## config.mk

```make
export PLATFORM = sky130hd
export DESIGN_NAME = ex_muldiv_seq
export DESIGN_NICKNAME = d
export VERILOG_FILES = /design/src/rtl/mdu_pkg.sv /design/src/rtl/mdu_step.sv /design/src/rtl/ex_muldiv_seq.sv
export SDC_FILE = /design/constraint.sdc
export NUM_CORES = 1
export LEC_CHECK = 0
export ABC_AREA = 1
export CAP_MARGIN = 10
export CORE_ASPECT_RATIO = 1.4
export CORE_MARGIN = 5
export CORE_UTILIZATION = 47
export DETAILED_ROUTE_END_ITERATION = 10
export DONT_BUFFER_PORTS = 1
export PLACE_DENSITY_LB_ADDON = 0.12
export SLEW_MARGIN = 20
export SYNTH_ARGS = -nofsm -noshare
export SYNTH_HDL_FRONTEND = slang
export SYNTH_SLANG_ARGS = --single-unit
```

## constraint.sdc

```tcl
create_clock -name clk -period 7.2 [get_ports clk]
set_clock_uncertainty 0.15 [all_clocks]
set_input_delay 1.44 -clock clk [delete_from_list [all_inputs] [get_ports clk]]
set_output_delay 1.44 -clock clk [all_outputs]
set_load 0.005 [all_outputs]
```

## src/rtl/mdu_pkg.sv

```systemverilog
// Shared types and constants for the RV32M multiply/divide sequencer.
package mdu_pkg;

  localparam int MDU_XLEN = 32;

  // Quotient returned for any division by zero.
  localparam logic [MDU_XLEN-1:0] DIV0_Q = '1;

  // Encoding follows the RV32M funct3 field.
  typedef enum logic [2:0] {
    OP_MUL    = 3'd0,
    OP_MULH   = 3'd1,
    OP_MULHSU = 3'd2,
    OP_MULHU  = 3'd3,
    OP_DIV    = 3'd4,
    OP_DIVU   = 3'd5,
    OP_REM    = 3'd6,
    OP_REMU   = 3'd7
  } mdu_op_t;

  typedef enum logic [1:0] {
    IDLE = 2'd0,
    CALC = 2'd1,
    FIX  = 2'd2,
    DONE = 2'd3
  } mdu_state_t;

endpackage

```

## src/rtl/mdu_step.sv

```systemverilog
// One radix-2 iteration: shift-add multiply or restoring divide on magnitudes.
// Multiply: acc = {partial_hi, multiplier_remaining}, operand = multiplicand.
// Divide:   acc = {remainder, dividend/quotient bits}, operand = divisor.
module mdu_step #(
  parameter int XLEN = 32
) (
  input  logic [2*XLEN-1:0] acc,
  input  logic [XLEN-1:0]   operand,
  input  logic              div_mode,
  output logic [2*XLEN-1:0] acc_next
);

  logic [XLEN:0]   add_sum;
  logic [XLEN:0]   shifted_rem;
  logic [XLEN-1:0] diff;

  // Compute the next accumulator for the selected iteration kind.
  always_comb begin
    add_sum     = {1'b0, acc[2*XLEN-1:XLEN]} + (acc[0] ? {1'b0, operand} : '0);
    shifted_rem = acc[2*XLEN-1:XLEN-1];
    // Only used when shifted_rem >= operand, so the result fits in XLEN bits.
    diff        = shifted_rem[XLEN-1:0] - operand;
    if (div_mode) begin
      if (shifted_rem >= {1'b0, operand}) begin
        acc_next = {diff, acc[XLEN-2:0], 1'b1};
      end else begin
        acc_next = {shifted_rem[XLEN-1:0], acc[XLEN-2:0], 1'b0};
      end
    end else begin
      acc_next = {add_sum, acc[XLEN-1:1]};
    end
  end

endmodule

```

## src/rtl/ex_muldiv_seq.sv

```systemverilog
// Iterative RV32M multiply/divide sequencer for the Execute stage.
// Latches one op, iterates XLEN cycles on magnitudes, fixes signs, pulses done.
module ex_muldiv_seq
  import mdu_pkg::*;
#(
  parameter int XLEN  = MDU_XLEN,
  parameter int CNT_W = 6
) (
  input  logic            clk,
  input  logic            rst,
  input  logic            start,
  input  logic [2:0]      op,
  input  logic [XLEN-1:0] a,
  input  logic [XLEN-1:0] b,
  input  logic            mem_hold,
  input  logic            kill,
  output logic            busy,
  output logic            ex_stall,
  output logic            done,
  output logic [XLEN-1:0] result
);

  mdu_state_t        state;
  mdu_op_t           op_q;
  logic              sa;
  logic              sb;
  logic [XLEN-1:0]   operand;
  logic [2*XLEN-1:0] acc;
  logic [CNT_W-1:0]  cnt;
  logic [XLEN-1:0]   res;

  mdu_op_t           op_in;
  logic              in_div;
  logic              in_sa;
  logic              in_sb;
  logic [XLEN-1:0]   mag_a;
  logic [XLEN-1:0]   mag_b;
  logic              div_by_zero;
  logic              div_ovf;
  logic [2*XLEN-1:0] acc_next;
  logic [2*XLEN-1:0] prod_signed;
  logic [XLEN-1:0]   quo_signed;
  logic [XLEN-1:0]   rem_signed;
  logic [XLEN-1:0]   fix_val;

  // Decode the incoming operation: sign flags, magnitudes and fast-path cases.
  always_comb begin
    op_in       = mdu_op_t'(op);
    in_div      = op[2];
    in_sa       = a[XLEN-1] && (op_in != OP_MULHU) && (op_in != OP_DIVU) && (op_in != OP_REMU);
    in_sb       = b[XLEN-1] && (op_in == OP_MUL || op_in == OP_MULH || op_in == OP_DIV || op_in == OP_REM);
    mag_a       = in_sa ? -a : a;
    mag_b       = in_sb ? -b : b;
    div_by_zero = in_div && (b == '0);
    // Signed overflow: most negative value divided by -1.
    div_ovf     = (op_in == OP_DIV || op_in == OP_REM) &&
                  (a == {1'b1, {(XLEN-1){1'b0}}}) && (b == '1);
  end

  mdu_step #(.XLEN(XLEN)) u_step (
    .acc      (acc),
    .operand  (operand),
    .div_mode (op_q[2]),
    .acc_next (acc_next)
  );

  // Apply operand signs to the magnitude result and select the output word.
  always_comb begin
    prod_signed = (sa ^ sb) ? -acc : acc;
    quo_signed  = (sa ^ sb) ? -acc[XLEN-1:0] : acc[XLEN-1:0];
    rem_signed  = sa ? -acc[2*XLEN-1:XLEN] : acc[2*XLEN-1:XLEN];
    fix_val     = '0;
    case (op_q)
      OP_MUL:                      fix_val = prod_signed[XLEN-1:0];
      OP_MULH, OP_MULHSU, OP_MULHU: fix_val = prod_signed[2*XLEN-1:XLEN];
      OP_DIV, OP_DIVU:             fix_val = quo_signed;
      default:                     fix_val = rem_signed;
    endcase
  end

  // Sequencer FSM; kill beats mem_hold, mem_hold freezes everything else.
  always_ff @(posedge clk or posedge rst) begin
    if (rst) begin
      state   <= IDLE;
      op_q    <= OP_MUL;
      sa      <= 1'b0;
      sb      <= 1'b0;
      operand <= '0;
      acc     <= '0;
      cnt     <= '0;
      res     <= '0;
    end else if (kill) begin
      state <= IDLE;
    end else if (!mem_hold) begin
      case (state)
        IDLE: begin
          if (start) begin
            op_q <= op_in;
            sa   <= in_sa;
            sb   <= in_sb;
            cnt  <= '0;
            if (div_by_zero) begin
              res   <= op[1] ? a : DIV0_Q;
              state <= DONE;
            end else if (div_ovf) begin
              res   <= op[1] ? '0 : a;
              state <= DONE;
            end else begin
              // Multiply shifts the multiplier out of the low word; divide
              // shifts the dividend out of it.
              operand <= in_div ? mag_b : mag_a;
              acc     <= {{XLEN{1'b0}}, (in_div ? mag_a : mag_b)};
              state   <= CALC;
            end
          end
        end
        CALC: begin
          acc <= acc_next;
          cnt <= cnt + 1'b1;
          if (cnt == CNT_W'(XLEN - 1)) begin
            state <= FIX;
          end
        end
        FIX: begin
          res   <= fix_val;
          state <= DONE;
        end
        default: begin
          state <= IDLE;
        end
      endcase
    end
  end

  // Status outputs; stall drops in DONE so EX/MEM captures the result.
  always_comb begin
    busy     = (state != IDLE);
    ex_stall = ((state == IDLE) && start && !kill) || (state == CALC) || (state == FIX);
    done     = (state == DONE);
    result   = res;
  end

endmodule

```

## Word level (Yosys, flattened, before mapping)

Index checks and enable logic that the tools add are counted.

| cells by class | value |
|---|---|
| reduce and logical (&&, ||, !) cells | 31 |
| bitwise operators | 5 |
| muxes and demuxes | 30 |
| eq/ne operators | 24 |
| magnitude comparators | 1 |
| $add $sub $neg | 8 |

Operators by type and width:

| kind | count |
|---|---|
| $mux 32 | 12 |
| $mux 64 | 6 |
| $neg 32->32 | 4 |
| $pmux 64 s2 | 1 |
| $pmux 32 s3 | 1 |
| $eq 32x32->1 const B | 2 |
| $neg 64->64 | 1 |
| $pmux 32 s2 | 1 |
| $add 32x33->33 | 1 |
| $ge 33x32->1 | 1 |
| $logic_not 32->1 | 1 |
| $sub 32x32->32 | 1 |
| $ne 3x3->1 const B | 5 |
| $eq 3x3->1 const B | 4 |
| $mux 2 | 6 |
| $pmux 6 s2 | 1 |
| $reduce_and 6->1 | 2 |
| $logic_and 1x1->1 | 9 |
| $reduce_and 4->1 | 2 |
| $add 6x1->6 const B | 1 |
| $eq 3x1->1 const B | 2 |
| $eq 3x2->1 const B | 2 |
| $eq 6x5->1 const B | 1 |
| $logic_not 3->1 | 2 |
| other kinds (17) | 30 |

| storage, ports and cells | value |
|---|---|
| bits of input ports | 72 |
| output and inout bits | 35 |
| logic and storage cells | 107 |
| register bits after elaboration | 141 |

## Logic depth before layout (Yosys ltp)

Gate-level depths: netlist of run 1.

| depth | value |
|---|---|
| depth after elaboration | 11 |
| gate-level depth with buffers | 20 |

## Cells and area by module

Synthesis of run 1 repeated with hierarchy kept, for this count alone.

| unflattened totals | value |
|---|---|
| cells, all modules | 3547 |
| area, all modules | 19188.4 um^2 |

Modules (own cells, without submodules):

| module | area each (um^2) | seq. area each (um^2) | cells an instance | instances |
|---|---|---|---|---|
| ex_muldiv_seq | 13043.8 | 3528.4 | 2274 | 1 |
| mdu_step | 6144.6 | 0.0 | 1273 | 1 |

## Least setup slack after synthesis of run 1

No wires, ideal clock.

| path | value |
|---|---|
| path type | input to output |
| from | input start |
| to | output ex_stall |
| data arrival time | 1.711 ns |
| setup slack | 3.899 ns |
| required time | 5.610 ns |
| stages | 2 |
| cell sequence | nand2_1 > o211ai_1 |

| between the ends | value |
|---|---|
| longest elaborated chain between the ends | 4 |

RTL lines:

| what | line | RTL |
|---|---|---|
| from (decl) | ex_muldiv_seq.sv:11 | `input logic start,` |
| $logic_and 1x1->1 (2 in series) | ex_muldiv_seq.sv:138 | `ex_stall = ((state == IDLE) && start && !kill) \|\| (state == CALC) \|\| (state == FIX);` |
| $logic_or 1x1->1 (2 in series) | ex_muldiv_seq.sv:138 |  |
| to (decl) | ex_muldiv_seq.sv:18 | `output logic ex_stall,` |

Every way passes these cells.

## Worst setup path after layout of run 1

| path | value |
|---|---|
| from | register state[0] |
| to | output ex_stall |

| between the ends | value |
|---|---|
| longest elaborated chain between the ends | 5 |
| elaborated cells between the ends (all ways) | 7 |
| those cells by class | 2 x eq/ne; 5 x reduce/logical |

RTL lines:

| what | line | RTL |
|---|---|---|
| from (decl) | ex_muldiv_seq.sv:23 | `mdu_state_t state;` |
| from (signal assigned) | ex_muldiv_seq.sv:84 | `state <= IDLE;` |
| from (signal assigned) | ex_muldiv_seq.sv:93 | `state <= IDLE;` |
| from (signal assigned) | ex_muldiv_seq.sv:104 | `state <= DONE;` |
| $logic_not 2->1 | ex_muldiv_seq.sv:138 |  |
| $logic_and 1x1->1 (2 in series) | ex_muldiv_seq.sv:138 |  |
| $logic_or 1x1->1 | ex_muldiv_seq.sv:138 |  |
| $logic_or 1x1->1 (*) | ex_muldiv_seq.sv:138 |  |

Every way passes the cells marked *; elsewhere a longest branch is shown, timed or not.

==> results of run 1 <==
registers in the layout (all words and copies together) (netlist names):
register  flops
acc          64
operand      32
result       32
cnt           6
op_q          3
state         2
sa            1
sb            1
placed cells by master, fill, tap and decap left out, types with 4 or more instances in the layout:
cell type	instances
inv_2	7
nand2_1	1212
nor3_1	71
xor2_1	41
inv_1	458
xnor2_1	16
nor2_1	411
nand4_1	54
clkinv_1	4
nor2_2	14
o21ai_1	10
o21ai_0	180
or2_2	7
nand3b_1	22
a21oi_1	147
inv_6	5
dfrtp_1	140
nand3_1	455
a31oi_1	7
o22ai_1	8
buf_4	23
nand2_2	6
clkbuf_16	17
o211ai_1	17
ha_1	74
o21bai_1	13
layer usage:
layer | vias to the layer above | GRT usage [%]
met3 | 454 | 6.98
met4 | 0 | 38.9
met1 | 10745 | 42.8
met2 | 1408 | 69.0
met5 | - | 0
li1 | 11103 | -
worst min-delay path, cell delays in order, from the launching register on:
cell     delay, ps
dfrtp_1        370
nand2_1         60
nand2_1         50
where the power goes:
| group | leakage, nW | total, mW | switching [mW] | internal, mW |
|---|---|---|---|---|
| Sequential | 1.82 | 1.43 | 0.419 | 1.01 |
| Combinational | 8.52 | 3.94 | 2.82 | 1.12 |
| Clock | 0.280 | 0.929 | 0.412 | 0.517 |
through the flow:
stage          power (mW)  worst slack (ps)  util (%)
2_1_floorplan        3.88              1830         -
3_5_place_dp         5.20              2820      48.0
5_1_grt              6.71              2850      49.5
4_1_cts              6.14              2980      49.5
3_3_place_gp         5.16              2930      48.0
6_report             6.30              2920      49.5
cell families after synthesis:
family	synth area share [%]
simple gates	50.3
flops	18.6
compound gates	11.2
fa+ha+maj	5.11
xor+xnor	2.64
buf+inv	12.1
area by class of cell:
class / instances / area (µm²)
inverter: 470 / 1770
clock inverter: 14 / 160
clock buffer: 18 / 429
tap: 534 / 668
sequential: 141 / 3530
fill: 4531 / 20200
timing repair buffer: 23 / 173
multi-input combinational: 2796 / 13100
worst paths after layout:
| path | startpoint | end | slack, ps | cells after the start |
|---|---|---|---|---|
| hold / removal | result[3] | result[3] | 360 | 2 |
| max in group asynchronous | rst | op_q[2] | 4570 | 2 |
| setup / recovery | state[0] | ex_stall | 2920 | 5 |
| min in group asynchronous | rst | result[10] | 840 | 1 |
| setup reg to reg | acc[58] | acc[48] | 3260 | 16 |
| hold reg to reg | result[3] | result[3] | 360 | 2 |
==> flow_metrics.py, run 1 <==
metrics = {
    "clock_tree": {
        "post_cts_buffers": 0,
        "htreeDepth": 4,
        "cts_sinks": 141,
        "hold_buffers": 0,
        "cts-resized-gates": 0,
        "clock_latency_ps": 460,
        "clk_path_buf_depth": 2,
        "tritoncts": "yes",
        "cts_root_buf": "clkbuf_16",
        "cts.clk_slew.worst_paths_ps": 70,
        "cts-buffers-inserted": 17,
    },
    "placed_design": {
        "placed_area_um2": 19200,
        "finalWeightedCongestion": 1.10,
        "dp_hpwl_um": 75700,
        "place_inst": 3964,
        "port_buffers": 0,
    },
    "floorplan": {
        "die_area_um2": 44400,
        "fp.dieH_um": 247,
        "die_x_um": 180,
        "pin_count": 107,
        "core.rowCount": 87,
        "core_area_um2": 40100,
        "initial_utilization_pct": 47.2,
    },
    "worst_setup_path": {
        "startpoint_type": "register",
        "end_kind": "primary output",
        "critical-path-slowest-cell": "inv_1",
        "path_delay_family": "buffers and inverters",
        "cpPeakStageDelay_ps": 660,
        "cpMostUsedCell": "inv_1",
        "path_max_fanout": 46,
        "worstPathRequired_ps": 5610,
        "critPathKind": "reg2out",
        "crit_buf_inv": 3,
        "path_cells": "inv_1 -> ha_1 -> buf_4 -> inv_1 -> o211ai_1",
        "cp.arrival_ps": 2690,
    },
    "global_route": {
        "grt_usage_pct": 40.8,
        "antenna_found_initial": 0,
        "grt_pass1_wl_um": 138000,
        "grt_pass1_vias": 22625,
        "grt_start_max_net_pins": 84,
        "grt_overflow": 0,
    },
    "final_layout": {
        "antennaDiodeCount": 0,
        "fin_cells": 3996,
        "fin_nets": 3597,
        "area_growth_pct": 4.85,
        "drive_gt1_share_pct": 2.86,
        "design_area_um2": 19800,
    },
    "logic_synthesis": {
        "syn_area_per_cell_um2": 5.36,
        "ys_ff_latch": 141,
        "yosys_warnings": 0,
        "syn_area_um2": 18900,
        "yosysTopAreaCell": "nand2_1",
        "synth_ff_type": "dfrtp_1",
        "async_reset_ff_share_pct": 100,
        "synth_top_area_share_pct": 24.0,
        "seq_area_frac_synth_pct": 18.6,
        "synth_most_common_cell": "nand2_1",
        "synth_common_cells": "nand2_1, inv_1, nand3_1, nor2_1, o21ai_0",
        "synthDistinctLibCells": 45,
        "synthesis.instances": 3528,
        "synth_edf_count": 0,
        "synth.area.top_cells": "nand2_1, dfrtp_1, nand3_1",
        "synth_nets": 3676,
    },
    "min_path": {
        "hp-class": "reg2reg",
    },
    "route": {
        "wl_met1_um": 31700,
        "drt_wl_total_um": 93700,
        "antenna_left": 0,
        "remaining_drc_errors": 0,
        "drtIter0Drc": 2874,
        "top_layer": "met4",
        "num_vias": 23710,
        "routedWlPerCell_um": 23.5,
        "drt_pass1_iterations": 8,
        "met2WireLength_um": 43100,
        "drt-vias-per-instance": 5.93,
        "wl_met3_um": 7640,
    },
    "pwr": {
        "p_leak_nw": 10.6,
        "power_density_nw_per_um2": 317,
        "irDropWorstVdd_mv": 0.191,
    },
    "timing": {
        "rsz0062_at_grt": "no",
        "setup_tns_ps": 0,
        "period_minus_slack_ps": 4280,
        "final-max-slew-violation-count": 0,
        "whs_ps": 365,
        "worst_pin_slew_ps": 1110,
        "slew_headroom_pct": 25.9,
        "finalSetupViolCount": 0,
        "timing_hold_violations_final": 0,
        "fmax_mhz": 234,
        "period_share_pct": 59.5,
    },
    "job": {
        "maxCapViolCount": 0,
    },
    "outcome": {
        "status": "complete, no violations",
    },
}
Note: power is estimated with default switching activity, not from simulation.
==> inputs of run 2 (changes only) <==
Clock period 7.2 ns to 3.6 ns, I/O delays scaled along.
==> run 2 against run 1 <==
Combinational power increased by 110%. Clock power increased by 98%. Global-route usage increased by 0.23 points. Via count increased by 0.73%. Critical endpoint is now result[22]. Critical path depth increased by 10. Clock-buffer cell count decreased by 1. Core utilization increased by 1.1 points. Die area unchanged.
==> flow_metrics.py, run 2 (same netlist as run 1, synthesis figures left out) <==
metrics = {
    "route": {
        "remaining_drc_errors": 0,
        "antenna_left": 0,
        "drt_wl_total_um": 94000,
        "drt-vias-per-instance": 5.90,
        "routedWlPerCell_um": 23.2,
        "drtIter0Drc": 2711,
        "num_vias": 23884,
        "drt_pass1_iterations": 6,
    },
    "final_layout": {
        "drive_gt1_share_pct": 4.33,
        "layout_common_cells": "nand2_1, inv_1, nand3_1, nor2_1, o21ai_0",
        "seq_area_um2": 3530,
        "final_util_pct": 50.6,
        "final_common_cell": "nand2_1",
        "fill_cells": 4576,
        "fin_nets": 3649,
        "largest_reg_flops": 64,
        "area_growth_pct": 7.15,
        "top_register": "acc",
        "multi_input_area_um2": 13100,
        "antennaDiodeCount": 0,
    },
    "global_route": {
        "grt_pass1_wl_um": 139000,
        "grt_pass1_vias": 22869,
        "use_met1_pct": 43.4,
        "grtUsageMet3_pct": 7.52,
        "grt-busiest-layer": "met2",
        "grt_start_max_net_pins": 66,
        "grt_overflow": 0,
        "grt_usage_pct": 41.0,
        "antenna_found_initial": 0,
        "gr-usage-met2_pct": 69.5,
    },
    "floorplan": {
        "die_area_um2": 44400,
        "core_area_um2": 40100,
        "fp.dieH_um": 247,
        "initial_utilization_pct": 47.2,
        "pin_count": 107,
        "die_x_um": 180,
        "core.rowCount": 87,
    },
    "placed_design": {
        "dp_hpwl_um": 76300,
        "port_buffers": 0,
        "finalWeightedCongestion": 1.12,
    },
    "clock_tree": {
        "htreeDepth": 4,
        "clock_latency_ps": 470,
        "cts_sinks": 141,
        "cts-resized-gates": 0,
        "hold_buffers": 0,
        "tritoncts": "yes",
        "clk_path_buf_depth": 2,
        "cts-buffers-inserted": 17,
        "cts.clk_slew.worst_paths_ps": 70,
        "post_cts_buffers": 0,
        "cts_root_buf": "clkbuf_16",
    },
    "outcome": {
        "status": "complete, no violations",
    },
    "worst_setup_path": {
        "r2r_slack_ps": 440,
        "worstPathRequired_ps": 3850,
        "end_kind": "register",
        "critical-path-slowest-cell": "dfrtp_1",
        "worstRegToRegCells": 15,
        "path_delay_family": "simple AND/OR/NAND/NOR gates",
        "r2r_start": "acc[33]",
        "path_cells": "buf_4 -> inv_1 -> ha_1 -> nand2_1 -> nor2_1 -> nand2_1 -> nor3_1 -> nand2_1 -> nand2_1 -> o21ai_0 -> nand2_1 -> nand3_1 -> nand2_1 -> nand2_1 -> nand2_1",
        "startpoint_type": "register",
        "cp.arrival_ps": 3410,
        "rr_endpoint": "result[22]",
        "cpPeakStageDelay_ps": 400,
        "crit_buf_inv": 2,
        "worstSetupPathDepth": 15,
        "cpMostUsedCell": "nand2_1",
        "critPathKind": "reg2reg",
        "path_max_fanout": 6,
    },
    "pwr": {
        "power_density_nw_per_um2": 634,
        "power_frac_comb_pct": 65.2,
        "irDropWorstVdd_mv": 0.447,
        "p_int_mw": 5.38,
        "power_switching_mw": 7.48,
        "p_leak_nw": 10.9,
        "p_sw_share_pct": 58.2,
        "clkPwrFrac_pct": 14.3,
        "p_seq_share_pct": 20.5,
    },
    "timing": {
        "worst_pin_slew_ps": 1110,
        "finalSetupViolCount": 0,
        "period_share_pct": 87.7,
        "rsz0062_at_grt": "no",
        "period_minus_slack_ps": 3160,
        "final-max-slew-violation-count": 0,
        "timing_hold_violations_final": 0,
        "slew_headroom_pct": 26.2,
        "fmax_mhz": 317,
        "setup_tns_ps": 0,
    },
    "min_path": {
        "hp-class": "in2async",
    },
    "job": {
        "maxCapViolCount": 0,
    },
}
==> run 2: changes by cell type in the layout (fill, tap and decap cells not counted) <==
cell        before  now
clkbuf_1         1    0
buf_12           0    5
clkinvlp_4       3    2
bufinv_16        2    0
clkinv_2         1    0
inv_6            5    6
inv_8            1    4
clkinv_8         0    1
buf_4           23   70
==> run 2: worst max-delay path by stage <==
stage / start / to / slack, ps
floorplan: acc[0] / acc[59] / 910
global placement: a[0] / result[17] / 480
detailed placement: a[0] / result[16] / 460
CTS: acc[33] / result[22] / 570
global route: acc[33] / result[22] / 240
finish: acc[33] / result[22] / 440
==> run 2: area by class of cell <==
cell class	count	area share, %
clock inverters	15	0.728
repair buffers	75	3.09
flip-flops and latches	141	17.4
inverters	470	8.72
well taps	534	3.30
clock buffers	17	2.10
multi-input cells	2796	64.7
==> run 2: per-stage QoR <==
step	hold WS (ps)	total power, mW	setup WS, ps	cells	area, µm²
after floorplan	322	7.76	911	3528	18900
after global placement	346	10.6	485	4016	19700
after detailed placement	350	10.7	461	4016	19700
after CTS	142	12.5	568	4048	20300
after global routing	158	13.7	238	4048	20300
final	117	12.9	441	4048	20300
==> run 2: per-layer routing <==
layer / wire length (µm) / part of all wire, %
met1: 32300 / 34
met2: 43300 / 46
met3: 7610 / 8.1
met4: 10800 / 12
met5: 0 / 0
==> run 2: power by group through the flow <==
stage / Combinational (mW) / Sequential [mW] / Clock (mW)
5_1_grt: 9.08 / 2.67 / 1.91
4_1_cts: 8.08 / 2.61 / 1.83
3_5_place_dp: 8.04 / 2.63 / 0
3_3_place_gp: 8.00 / 2.63 / 0
6_report: 8.38 / 2.64 / 1.84
2_1_floorplan: 5.37 / 2.39 / 0
